## src/rtl/stream_demux_1xn.sv

```systemverilog
// Packet-aware 1-to-N valid/ready stream demultiplexer with one registered output stage.
// The destination is locked on the first beat; packets addressed beyond N-1 are dropped and counted.
//
//   state | meaning
//   ------+----------------------------------------------------------
//   IDLE  | between packets, next accepted beat is a first beat
//   FWD   | mid-packet, beats go to the locked destination dest_q
//   DROP  | mid-packet of a discarded packet, beats are swallowed
module stream_demux_1xn #(
    parameter int WIDTH = 8,
    parameter int N     = 4,
    parameter int SEL_W = $clog2(N),
    parameter int CNT_W = 8
) (
    input  logic             clk,
    input  logic             rst,
    input  logic [WIDTH-1:0] In,
    input  logic             In_valid,
    input  logic             In_last,
    output logic             In_ready,
    input  logic [SEL_W-1:0] Sel,
    output logic [WIDTH-1:0] Out,
    output logic             Out_last,
    output logic [N-1:0]     Out_valid,
    input  logic [N-1:0]     Out_ready,
    output logic [CNT_W-1:0] drop_cnt,
    output logic             busy
);

    typedef enum logic [1:0] {
        ST_IDLE = 2'd0,
        ST_FWD  = 2'd1,
        ST_DROP = 2'd2
    } state_t;

    localparam logic [SEL_W:0]   N_EXT   = (SEL_W+1)'(N);
    localparam logic [CNT_W-1:0] CNT_MAX = {CNT_W{1'b1}};

    state_t             state_q, state_d;
    logic [SEL_W-1:0]   dest_q, dest_d;
    logic [SEL_W-1:0]   out_dest_q, out_dest_d;
    logic [WIDTH-1:0]   out_data_q, out_data_d;
    logic               out_last_q, out_last_d;
    logic [N-1:0]       out_valid_q, out_valid_d;
    logic [CNT_W-1:0]   drop_cnt_q, drop_cnt_d;

    logic               sel_bad;
    logic               held_rdy;
    logic               out_full;
    logic               drain;
    logic               accept;
    logic               load;
    logic [SEL_W-1:0]   load_dest;

    // Widened compare so the check stays well-formed when N is a power of two.
    assign sel_bad  = ({1'b0, Sel} >= N_EXT);
    assign out_full = |out_valid_q;
    assign drain    = out_full & held_rdy;
    assign accept   = In_valid & In_ready;

    // Only the ready of the channel owning the held beat matters.
    always_comb begin
        held_rdy = 1'b0;
        for (int i = 0; i < N; i++) begin
            if (out_dest_q == SEL_W'(i)) begin
                held_rdy = Out_ready[i];
            end
        end
    end

    always_comb begin
        In_ready = 1'b0;
        if (!rst) begin
            case (state_q)
                ST_DROP: In_ready = 1'b1;
                ST_IDLE: In_ready = sel_bad | !out_full | held_rdy;
                default: In_ready = !out_full | held_rdy;
            endcase
        end
    end

    always_comb begin
        state_d     = state_q;
        dest_d      = dest_q;
        out_dest_d  = out_dest_q;
        out_data_d  = out_data_q;
        out_last_d  = out_last_q;
        out_valid_d = out_valid_q;
        drop_cnt_d  = drop_cnt_q;
        load        = 1'b0;
        load_dest   = dest_q;

        if (drain) begin
            out_valid_d = '0;
        end

        if (accept) begin
            case (state_q)
                ST_IDLE: begin
                    if (sel_bad) begin
                        if (drop_cnt_q != CNT_MAX) begin
                            drop_cnt_d = drop_cnt_q + 1'b1;
                        end
                        if (!In_last) begin
                            state_d = ST_DROP;
                        end
                    end else begin
                        load      = 1'b1;
                        load_dest = Sel;
                        dest_d    = Sel;
                        if (!In_last) begin
                            state_d = ST_FWD;
                        end
                    end
                end
                ST_FWD: begin
                    load      = 1'b1;
                    load_dest = dest_q;
                    if (In_last) begin
                        state_d = ST_IDLE;
                    end
                end
                ST_DROP: begin
                    if (In_last) begin
                        state_d = ST_IDLE;
                    end
                end
                default: state_d = ST_IDLE;
            endcase
        end

        // A load in the same cycle as a drain overrides the clear above.
        if (load) begin
            out_data_d = In;
            out_last_d = In_last;
            out_dest_d = load_dest;
            for (int i = 0; i < N; i++) begin
                out_valid_d[i] = (load_dest == SEL_W'(i));
            end
        end
    end

    always_ff @(posedge clk) begin
        if (rst) begin
            state_q     <= ST_IDLE;
            dest_q      <= '0;
            out_dest_q  <= '0;
            out_data_q  <= '0;
            out_last_q  <= 1'b0;
            out_valid_q <= '0;
            drop_cnt_q  <= '0;
        end else begin
            state_q     <= state_d;
            dest_q      <= dest_d;
            out_dest_q  <= out_dest_d;
            out_data_q  <= out_data_d;
            out_last_q  <= out_last_d;
            out_valid_q <= out_valid_d;
            drop_cnt_q  <= drop_cnt_d;
        end
    end

    assign Out       = out_data_q;
    assign Out_last  = out_last_q;
    assign Out_valid = out_valid_q;
    assign drop_cnt  = drop_cnt_q;
    assign busy      = (state_q != ST_IDLE);

endmodule
```

## config.mk

```make
export PLATFORM = sky130hd
export DESIGN_NAME = stream_demux_1xn
export DESIGN_NICKNAME = d
export VERILOG_FILES = /design/src/rtl/stream_demux_1xn.sv
export SDC_FILE = /design/constraint.sdc
export NUM_CORES = 1
export LEC_CHECK = 0
export ABC_AREA = 1
export CAP_MARGIN = 30
export CORE_MARGIN = 2
export CORE_UTILIZATION = 40
export DETAILED_ROUTE_END_ITERATION = 16
export PLACE_DENSITY = 0.8
export REMOVE_ABC_BUFFERS = 1
export SYNTH_ARGS = -nofsm -noshare
export SYNTH_HDL_FRONTEND = slang
export SYNTH_SLANG_ARGS = --single-unit
```

## constraint.sdc

```tcl
create_clock -name clk -period 2.1 [get_ports clk]
set_clock_uncertainty 0.05 [all_clocks]
set_input_delay 0.42 -clock clk [delete_from_list [all_inputs] [get_ports clk]]
set_output_delay 0.42 -clock clk [all_outputs]
set_load 0.02 [all_outputs]
```

==> impl_metrics.ini, run 1 <==
[timing]
rsz0062_at_grt = false
period_share_pct = 95.9
hold_violations = 0
fin_crit_ns = 2.01
max_clock_freq_mhz = 497
slew_viol_final = 0
setup_viol = 0

[worst_setup_path]
cp_cell_sequence = clkdlybuf4s50_1 -> nand2_1 -> nand3_2 -> nand2_2 -> a21oi_1 -> dlygate4sd2_1
cp_slowest_cell = clkdlybuf4s50_1
cp-end-kind = output pin
slowest_delay_ns = 0.45
critical_path_peak_fanout = 2
crit_type = in2out
critical_path_cell_count = 6
cp-endpoint = In_ready
crit_arrival_ns = 1.54
r2r_start = out_dest_q[0]
crit_buf_inv = 2
startpoint_type = input pin
rrSetupSlack_ns = 0.52
cp_top_family = buffers and inverters
crit_required_ns = 1.63
crit_path_start = Out_ready[3]
reg2reg_depth = 11
timing.rr.end = Out_valid[0]

[layout]
drive_gt1_share_pct = 13.2
layout.cells.non_filler = 178
antennaDiodeCount = 0
synthToLayoutAreaGrowth_pct = 41.1
final_common_cell = nand2_1
layout_common_cells = 41 x nand2_1, 31 x clkdlybuf4s50_1, 18 x dfxtp_1
nFillCells = 194
fin_nets = 170

[synth]
synth_mux_area_share_pct = 0
yosysUniqueCellTypes = 20
synth_xor_area_share_pct = 0
yosys.area_share.simple_pct = 39.0
yosysSeqAreaShare_pct = 41.6
ys_ff_latch = 18
ys_top_cells_by_area = dfxtp_1 42%, nand2_1 18%, nand3_1 6.9%
synth_top_family_by_area = simple AND/OR/NAND/NOR gates
post-synth-top-area-cell = dfxtp_1
synth_compound_gate_area_share_pct = 5.48
syn_inst = 116
yosys.area.top_type_share_pct = 41.6
yosysWarnings = 0
synth-adder-area-share_pct = 0
synth_area_um2 = 867
synth_area_per_cell_um2 = 7.47

[clock_tree]
cts_root_buf = clkbuf_4
cts_resized = 1
worstSkewPairLatency_ns = 0.30
cts_tree = yes
cts_buffers = 3
htreeDepth = 1
ctsHoldBuffers = 0
clkTransAtPathRegs_ns = 0.10
post_cts_buffers = 0
cts_buffer_depth = 2
cts_sinks = 18

[detailed_routing]
route.detailed.drc = 0
dr.pass1.iters = 3
via_count = 812
drt_iter0_markers = 5
vias_per_cell = 4.56
wl_per_cell_um = 9.50
ant_nets = 0
wl_mm = 1.69

[power]
p_total_w = 0.000849
p_leak_nw = 0.566
power_density_mw_per_mm2 = 694
vdd.ir_drop.worst_mv = 0.446

[place]
place.port_buffers = 32
dp.cells = 174
gp_congestion = 0.793
dp_hpwl_mm = 1.33

[die]
pin_count = 41
die_w_um = 50.6
coreArea_mm2 = 0.00200
die_area_mm2 = 0.00256
dieHeight_um = 50.6
start_util_pct = 43.3
rows = 16

[status]
outcome = complete, no violations

[global_routing]
grt_pass1_vias = 673
grt_pass1_wl_mm = 2.88
grt.total_usage_pct = 14.7
grt_max_degree = 19
overflow = 0
antenna_found_initial = 0

[job]
cap_violations = 0

[hold_path]
hold_path.class = reg2reg
-- metal layers --
layer	GRT usage, %	part of all wire (%)	routed length (um)
met1	17.0	43	726
met5	0	0	0
met2	24.6	45	756
met4	5.41	1.4	23
met3	5.65	11	185
-- worst min path at each step --
stage                     depth (start not counted)       endpoint     startpoint
after floorplan                                   2  out_dest_q[1]  out_dest_q[1]
after global placement                            2         Out[0]         Out[0]
after detailed placement                          2         Out[2]         Out[2]
after CTS                                         2         Out[2]         Out[2]
after global routing                              2         Out[2]         Out[2]
final                                             2         Out[3]         Out[3]
-- registers in the layout, summed over array words and instances (netlist names) --
| register | count |
|---|---|
| state_q | 1 |
| Out_valid | 4 |
| Out_last | 1 |
| dest_q | 2 |
| Out | 8 |
| out_dest_q | 2 |
-- cell families (layout without fill, tap and decap cells) --
group                  count (synthesis)  after routing
AO/OA/AOI/OAI                          8              8
AND/OR/NAND/NOR                       69             69
buffers and inverters                 20             48
other                                  1              8
flip-flops                            18             18
-- metrics by stage --
step	hold slack [ns]	util, %	setup TNS, ns	worst slack [ns]	cell area [um^2]
2_1_floorplan	0.415	-	0	0.646	812
3_3_place_gp	0.404	59.4	-0.160	-0.160	1190
3_5_place_dp	0.410	59.4	-0.195	-0.195	1190
4_1_cts	0.422	61.1	0	0.0743	1220
5_1_grt	0.435	61.1	0	0.0169	1220
6_report	0.420	61.1	0	0.0862	1220
-- synthesized netlist by cell type, drive strengths merged --
master / count
a21oi: 7
conb: 1
nand2: 46
inv: 9
dfxtp: 18
buf: 11
nand3: 15
nand4: 2
o21ai: 1
nor2: 6
-- cell type report --
cell class	count	area (um^2)	share of cell area, %
clock buffer	4	36.3	2.97
tap	27	33.8	2.76
sequential	18	360	29.4
timing repair buffer	35	342	27.9
multi-input combinational	85	415	33.9
inverter	9	36.3	2.97
-- worst reg2reg max path: cells and delay by family (launching register included) --
kind	cells	cell delay [ns]
buffers and inverters	1	0.13
flip-flops	1	0.39
AND/OR/NAND/NOR	10	0.95
-- power breakdown --
group,leakage [nW],switching (W),total [W],internal [W]
Clock,0.0210,0.000108,0.000214,0.000106
Sequential,0.148,0.0000179,0.000389,0.000371
Combinational,0.397,0.000136,0.000247,0.000110
Total,0.566,0.000262,0.000849,0.000587
Note: power is estimated with default switching activity, not from simulation.
==> inputs of run 2 (changes only) <==
--- a/config.mk
+++ b/config.mk
@@ -7,10 +7,13 @@
 export LEC_CHECK = 0
 export ABC_AREA = 1
 export CAP_MARGIN = 30
+export CELL_PAD_IN_SITES_DETAIL_PLACEMENT = 0
+export CELL_PAD_IN_SITES_GLOBAL_PLACEMENT = 2
+export CORE_ASPECT_RATIO = 0.5
 export CORE_MARGIN = 2
-export CORE_UTILIZATION = 40
+export CORE_UTILIZATION = 22
 export DETAILED_ROUTE_END_ITERATION = 16
-export PLACE_DENSITY = 0.8
+export PLACE_DENSITY = 0.92
 export REMOVE_ABC_BUFFERS = 1
 export SYNTH_ARGS = -nofsm -noshare
 export SYNTH_HDL_FRONTEND = slang
==> run 2 against run 1 <==
Critical path depth did not move. Non-clock buffer count rose by 1. Maximum frequency is 0.91% higher. Combinational power about the same. Critical endpoint unchanged. First-iteration DRC count rose to 9.2 times the previous value. Via count fell by 3.3%. Clock-buffer cell count stayed put. Register-to-register slack better by 0.08 ns. Final area increased by 4.9%. Clock power rose by 30%. Die area rose by 76%. Worst setup slack improved by 0.018 ns.
==> impl_metrics.ini, run 2 (synthesis results as in run 1) <==
[status]
outcome = complete, no violations

[worst_setup_path]
startpoint_type = input pin
crit_arrival_ns = 1.53
slowest_delay_ns = 0.45
cp-end-kind = output pin
cp_cell_sequence = clkdlybuf4s50_1 -> nand2_1 -> nand3_2 -> nand2_2 -> a21oi_1 -> dlygate4sd2_1
crit_type = in2out
cp_slowest_cell = clkdlybuf4s50_1
crit_required_ns = 1.63
critical_path_peak_fanout = 2

[detailed_routing]
route.detailed.drc = 0
dr.pass1.iters = 2
vias_per_cell = 3.81
ant_nets = 0
wl_mm = 1.90
drt_iter0_markers = 46
via_count = 785
wl_per_cell_um = 9.24

[layout]
largest_reg_flops = 8
layout.cells.non_filler = 206
drive_gt1_share_pct = 13.8
post-route-util_pct = 33.4
final_common_cell = nand2_1
nFillCells = 415
layout_common_cells = 41 x nand2_1, 31 x clkdlybuf4s50_1, 18 x dfxtp_1
synthToLayoutAreaGrowth_pct = 48.1
seq_area_um2 = 360
antennaDiodeCount = 0
fin_nets = 171
multi_input_area_um2 = 415

[timing]
hold_violations = 0
max_clock_freq_mhz = 501
setup_viol = 0
fin_crit_ns = 2.00
setup_ws_ns = 0.104
setup_tns_ns = 0
slew_viol_final = 0
period_share_pct = 95.0
rsz0062_at_grt = false

[global_routing]
grt_pass1_wl_mm = 3.17
grt_max_degree = 11
overflow = 0
grt.total_usage_pct = 8.94
antenna_found_initial = 0
grt_pass1_vias = 738

[die]
coreArea_mm2 = 0.00384
die_w_um = 92.8
dieHeight_um = 48.4
die_area_mm2 = 0.00449
rows = 16
start_util_pct = 22.6
pin_count = 41

[place]
dp_slack_ns = -0.187
dp_hpwl_mm = 1.51
place.port_buffers = 32
gp_congestion = 0.758
dp.cells = 202

[job]
cap_violations = 0

[clock_tree]
cts_buffer_depth = 2
worstSkewPairLatency_ns = 0.25
cts_root_buf = clkbuf_8
clkTransAtPathRegs_ns = 0.07
cts_buffers = 3
cts_sinks = 18
cts_tree = yes
htreeDepth = 1

[power]
p_total_w = 0.000918
vdd.ir_drop.worst_mv = 0.226
power_density_mw_per_mm2 = 715
p_leak_nw = 0.578

[hold_path]
hold_path.class = reg2reg
[run 2: cell count changes in the layout (fill, tap and decap cells not counted)]
cell,previous run,this run
clkbuf_4,3,0
clkbuf_8,1,4
buf_4,3,4
[run 2: worst paths after layout]
path            startpoint        to  slack (ns)  cells after the start
max           Out_ready[1]  In_ready        0.10                      6
min                 Out[1]    Out[1]        0.41                      2
max reg2reg  out_dest_q[0]  Out_last        0.60                     10
min reg2reg         Out[1]    Out[1]        0.41                      2
[run 2: worst max-delay path, delay by kind of cell]
kind	cells	cell delay, ns
AND/OR/NAND/NOR	3	0.21
AO/OA/AOI/OAI	1	0.11
buffers and inverters	2	0.79
[run 2: area by class of cell]
type | instances | area share (%)
Timing Repair Buffer | 36 | 27.2
Clock buffer | 4 | 4.29
Inverter | 9 | 2.83
Multi-Input combinational cell | 85 | 32.4
Tap cell | 54 | 5.26
Sequential cell | 18 | 28.1
[run 2: through the flow]
step                      area [um^2]  hold slack [ns]
after floorplan                   812            0.415
after global placement           1230            0.405
after detailed placement         1230            0.407
after CTS                        1280            0.417
after global routing             1280            0.444
final                            1280            0.414
[run 2: power by group]
part	total [W]	switching (W)	internal [W]
Clock	0.000278	0.000112	0.000166
Sequential	0.000389	0.0000182	0.000371
Combinational	0.000250	0.000138	0.000112
[run 2: layer usage]
layer / share of wire, % / vias up / wire [um] / track usage, %
li1: - / 419 / - / -
met1: 48 / 343 / 923 / 10.3
met2: 46 / 23 / 883 / 15.3
met3: 5.0 / 0 / 96 / 2.96
met4: 0 / 0 / 0 / 3.68
met5: 0 / - / 0 / 0
[run 2: what timing repair did]
action | CTS | global route
hold endpoints to repair | 0 | 0
gates resized for setup | 1 | 0
setup buffers | 0 | 0
endpoints found under the setup margin | 1 | 0
hold buffers | 0 | 0
==> inputs of run 3 (changes only) <==
--- a/config.mk
+++ b/config.mk
@@ -11,9 +11,10 @@
 export CELL_PAD_IN_SITES_GLOBAL_PLACEMENT = 2
 export CORE_ASPECT_RATIO = 0.5
 export CORE_MARGIN = 2
-export CORE_UTILIZATION = 22
+export CORE_UTILIZATION = 23
+export CTS_BUF_LIST = sky130_fd_sc_hd__clkbuf_8
 export DETAILED_ROUTE_END_ITERATION = 16
-export PLACE_DENSITY = 0.92
+export PLACE_DENSITY = 0.95
 export REMOVE_ABC_BUFFERS = 1
 export SYNTH_ARGS = -nofsm -noshare
 export SYNTH_HDL_FRONTEND = slang
==> run 3 against run 2 <==
Combinational power barely moved. Die area decreased by 4.1%. Sequential cell count is the same. Clock-buffer cell count fell by 1. Maximum frequency shrank 0.56%. Cell count fell by 1.9%. Power is 4.9% lower. Core utilization increased by 2.5 points. Global-route usage up 0.56 points. Critical path type unchanged.
==> impl_metrics.ini, run 3 (synthesis results as in run 1) <==
[power]
combPwrFrac_pct = 28.7
intPower_w = 0.000611
seq_power_share_pct = 44.7
p_leak_nw = 0.571
vdd.ir_drop.worst_mv = 0.198
swShare_pct = 30.0
power_frac_clock_pct = 26.7
power_density_mw_per_mm2 = 689
p_sw_w = 0.000262
p_total_w = 0.000873

[timing]
rsz0062_at_grt = false
fin_crit_ns = 2.01
hold_violations = 0
setup_viol = 0
period_share_pct = 95.6
max_clock_freq_mhz = 498
setup_ws_ns = 0.0932
holdWs_ns = 0.414
slew_viol_final = 0

[place]
dp_hpwl_mm = 1.47
dp.cells = 199
place.port_buffers = 32
gp_congestion = 0.781
dp_slack_ns = -0.186

[die]
dieHeight_um = 47.4
rows = 15
pin_count = 41
start_util_pct = 24.6
coreArea_mm2 = 0.00353
die_area_mm2 = 0.00431
die_w_um = 90.8

[layout]
final_common_cell = nand2_1
synthToLayoutAreaGrowth_pct = 46.0
layout_common_cells = 41 x nand2_1, 31 x clkdlybuf4s50_1, 18 x dfxtp_1
nFillCells = 385
antennaDiodeCount = 0
fin_nets = 171
largest_reg_flops = 8
layout.cells.non_filler = 202
drive_gt1_share_pct = 13.2
post-route-util_pct = 35.9

[clock_tree]
cts_buffer_depth = 2
htreeDepth = 1
cts_buffers = 3
cts_tree = yes
cts_root_buf = clkbuf_8
post_cts_buffers = 0
clkTransAtPathRegs_ns = 0.06
cts_sinks = 18
worstSkewPairLatency_ns = 0.25

[detailed_routing]
via_count = 788
wl_per_cell_um = 9.09
drt_iter0_markers = 26
dr.pass1.iters = 4
ant_nets = 0
route.detailed.drc = 0
wl_mm = 1.84
vias_per_cell = 3.90

[worst_setup_path]
rrSetupSlack_ns = 0.61
cp-end-kind = output pin
startpoint_type = input pin
slowest_delay_ns = 0.46
reg2reg_depth = 10
timing.rr.end = Out_last
cp_slowest_cell = clkdlybuf4s50_1
crit_required_ns = 1.63
crit_buf_inv = 2
crit_arrival_ns = 1.54
cp_top_family = buffers and inverters
cp_cell_sequence = clkdlybuf4s50_1 -> nand2_1 -> nand3_2 -> nand2_2 -> a21oi_1 -> dlygate4sd2_1
crit_type = in2out
critical_path_peak_fanout = 2
r2r_start = out_dest_q[0]

[hold_path]
hold_path.class = reg2reg
hold_path_depth = 2
hold-path-endpoint = Out[1]
hold_path.startpoint = Out[1]

[global_routing]
grt.total_usage_pct = 9.50
antenna_found_initial = 0
grt_pass1_wl_mm = 3.13
grt_max_degree = 11
overflow = 0
grt_pass1_vias = 730

[job]
cap_violations = 0

[status]
outcome = complete, no violations
## run 3: changes by cell type in the layout (fill, tap and decap cells not counted), sizes merged
cell,previous run,this run
clkbuf,4,3
## run 3: per-layer routing
| layer | up-vias | global-route usage (%) | wire length, um |
|---|---|---|---|
| met2 | 24 | 17.2 | 848 |
| met4 | 0 | 2.73 | 0 |
| met1 | 344 | 11.2 | 889 |
| met3 | 0 | 3.46 | 98 |
| li1 | 420 | - | - |
| met5 | - | 0 | 0 |
## run 3: what timing repair did
action                     4_1_cts  5_1_grt
hold buffers                     0        0
resized for setup                1        0
setup endpoints to repair        1        0
## run 3: layout make-up
type	count	area (um^2)	share of cell area (%)
multi-input cells	85	415	32.8
inverters	9	36.3	2.87
clock buffers	3	41.3	3.26
flip-flops and latches	18	360	28.5
well taps	51	63.8	5.04
repair buffers	36	349	27.6
## run 3: worst register-to-register path, stage by stage (launching register included)
cell     delay, ns
dfxtp_1       0.37
inv_1         0.07
nand2_1       0.07
nand3_2       0.07
nand2_2       0.07
buf_4         0.11
nand2_4       0.06
nand3_4       0.16
buf_4         0.21
nand2_1       0.07
a21oi_1       0.13
## run 3: through the flow
step / TNS [ns] / cell area (um^2)
after detailed placement: -0.186 / 1230
after global placement: -0.177 / 1230
final: 0 / 1270
after CTS: 0 / 1270
after floorplan: 0 / 812
after global routing: 0 / 1270
## run 3: power by group through the flow
stage	logic, W	registers [W]	clock network [W]
finish	0.000250	0.000390	0.000233
global route	0.000275	0.000394	0.000264
CTS	0.000253	0.000390	0.000247
detailed placement	0.000254	0.000398	0
global placement	0.000253	0.000398	0
floorplan	0.000109	0.000425	0
## run 3: worst max path at each step
stage	endpoint	cells after the start	startpoint
after floorplan	In_ready	3	Out_valid[1]
after CTS	In_ready	6	Out_ready[1]
after global routing	In_ready	6	Out_ready[3]
after detailed placement	In_ready	6	Out_ready[1]
final	In_ready	6	Out_ready[1]
after global placement	In_ready	6	Out_ready[1]
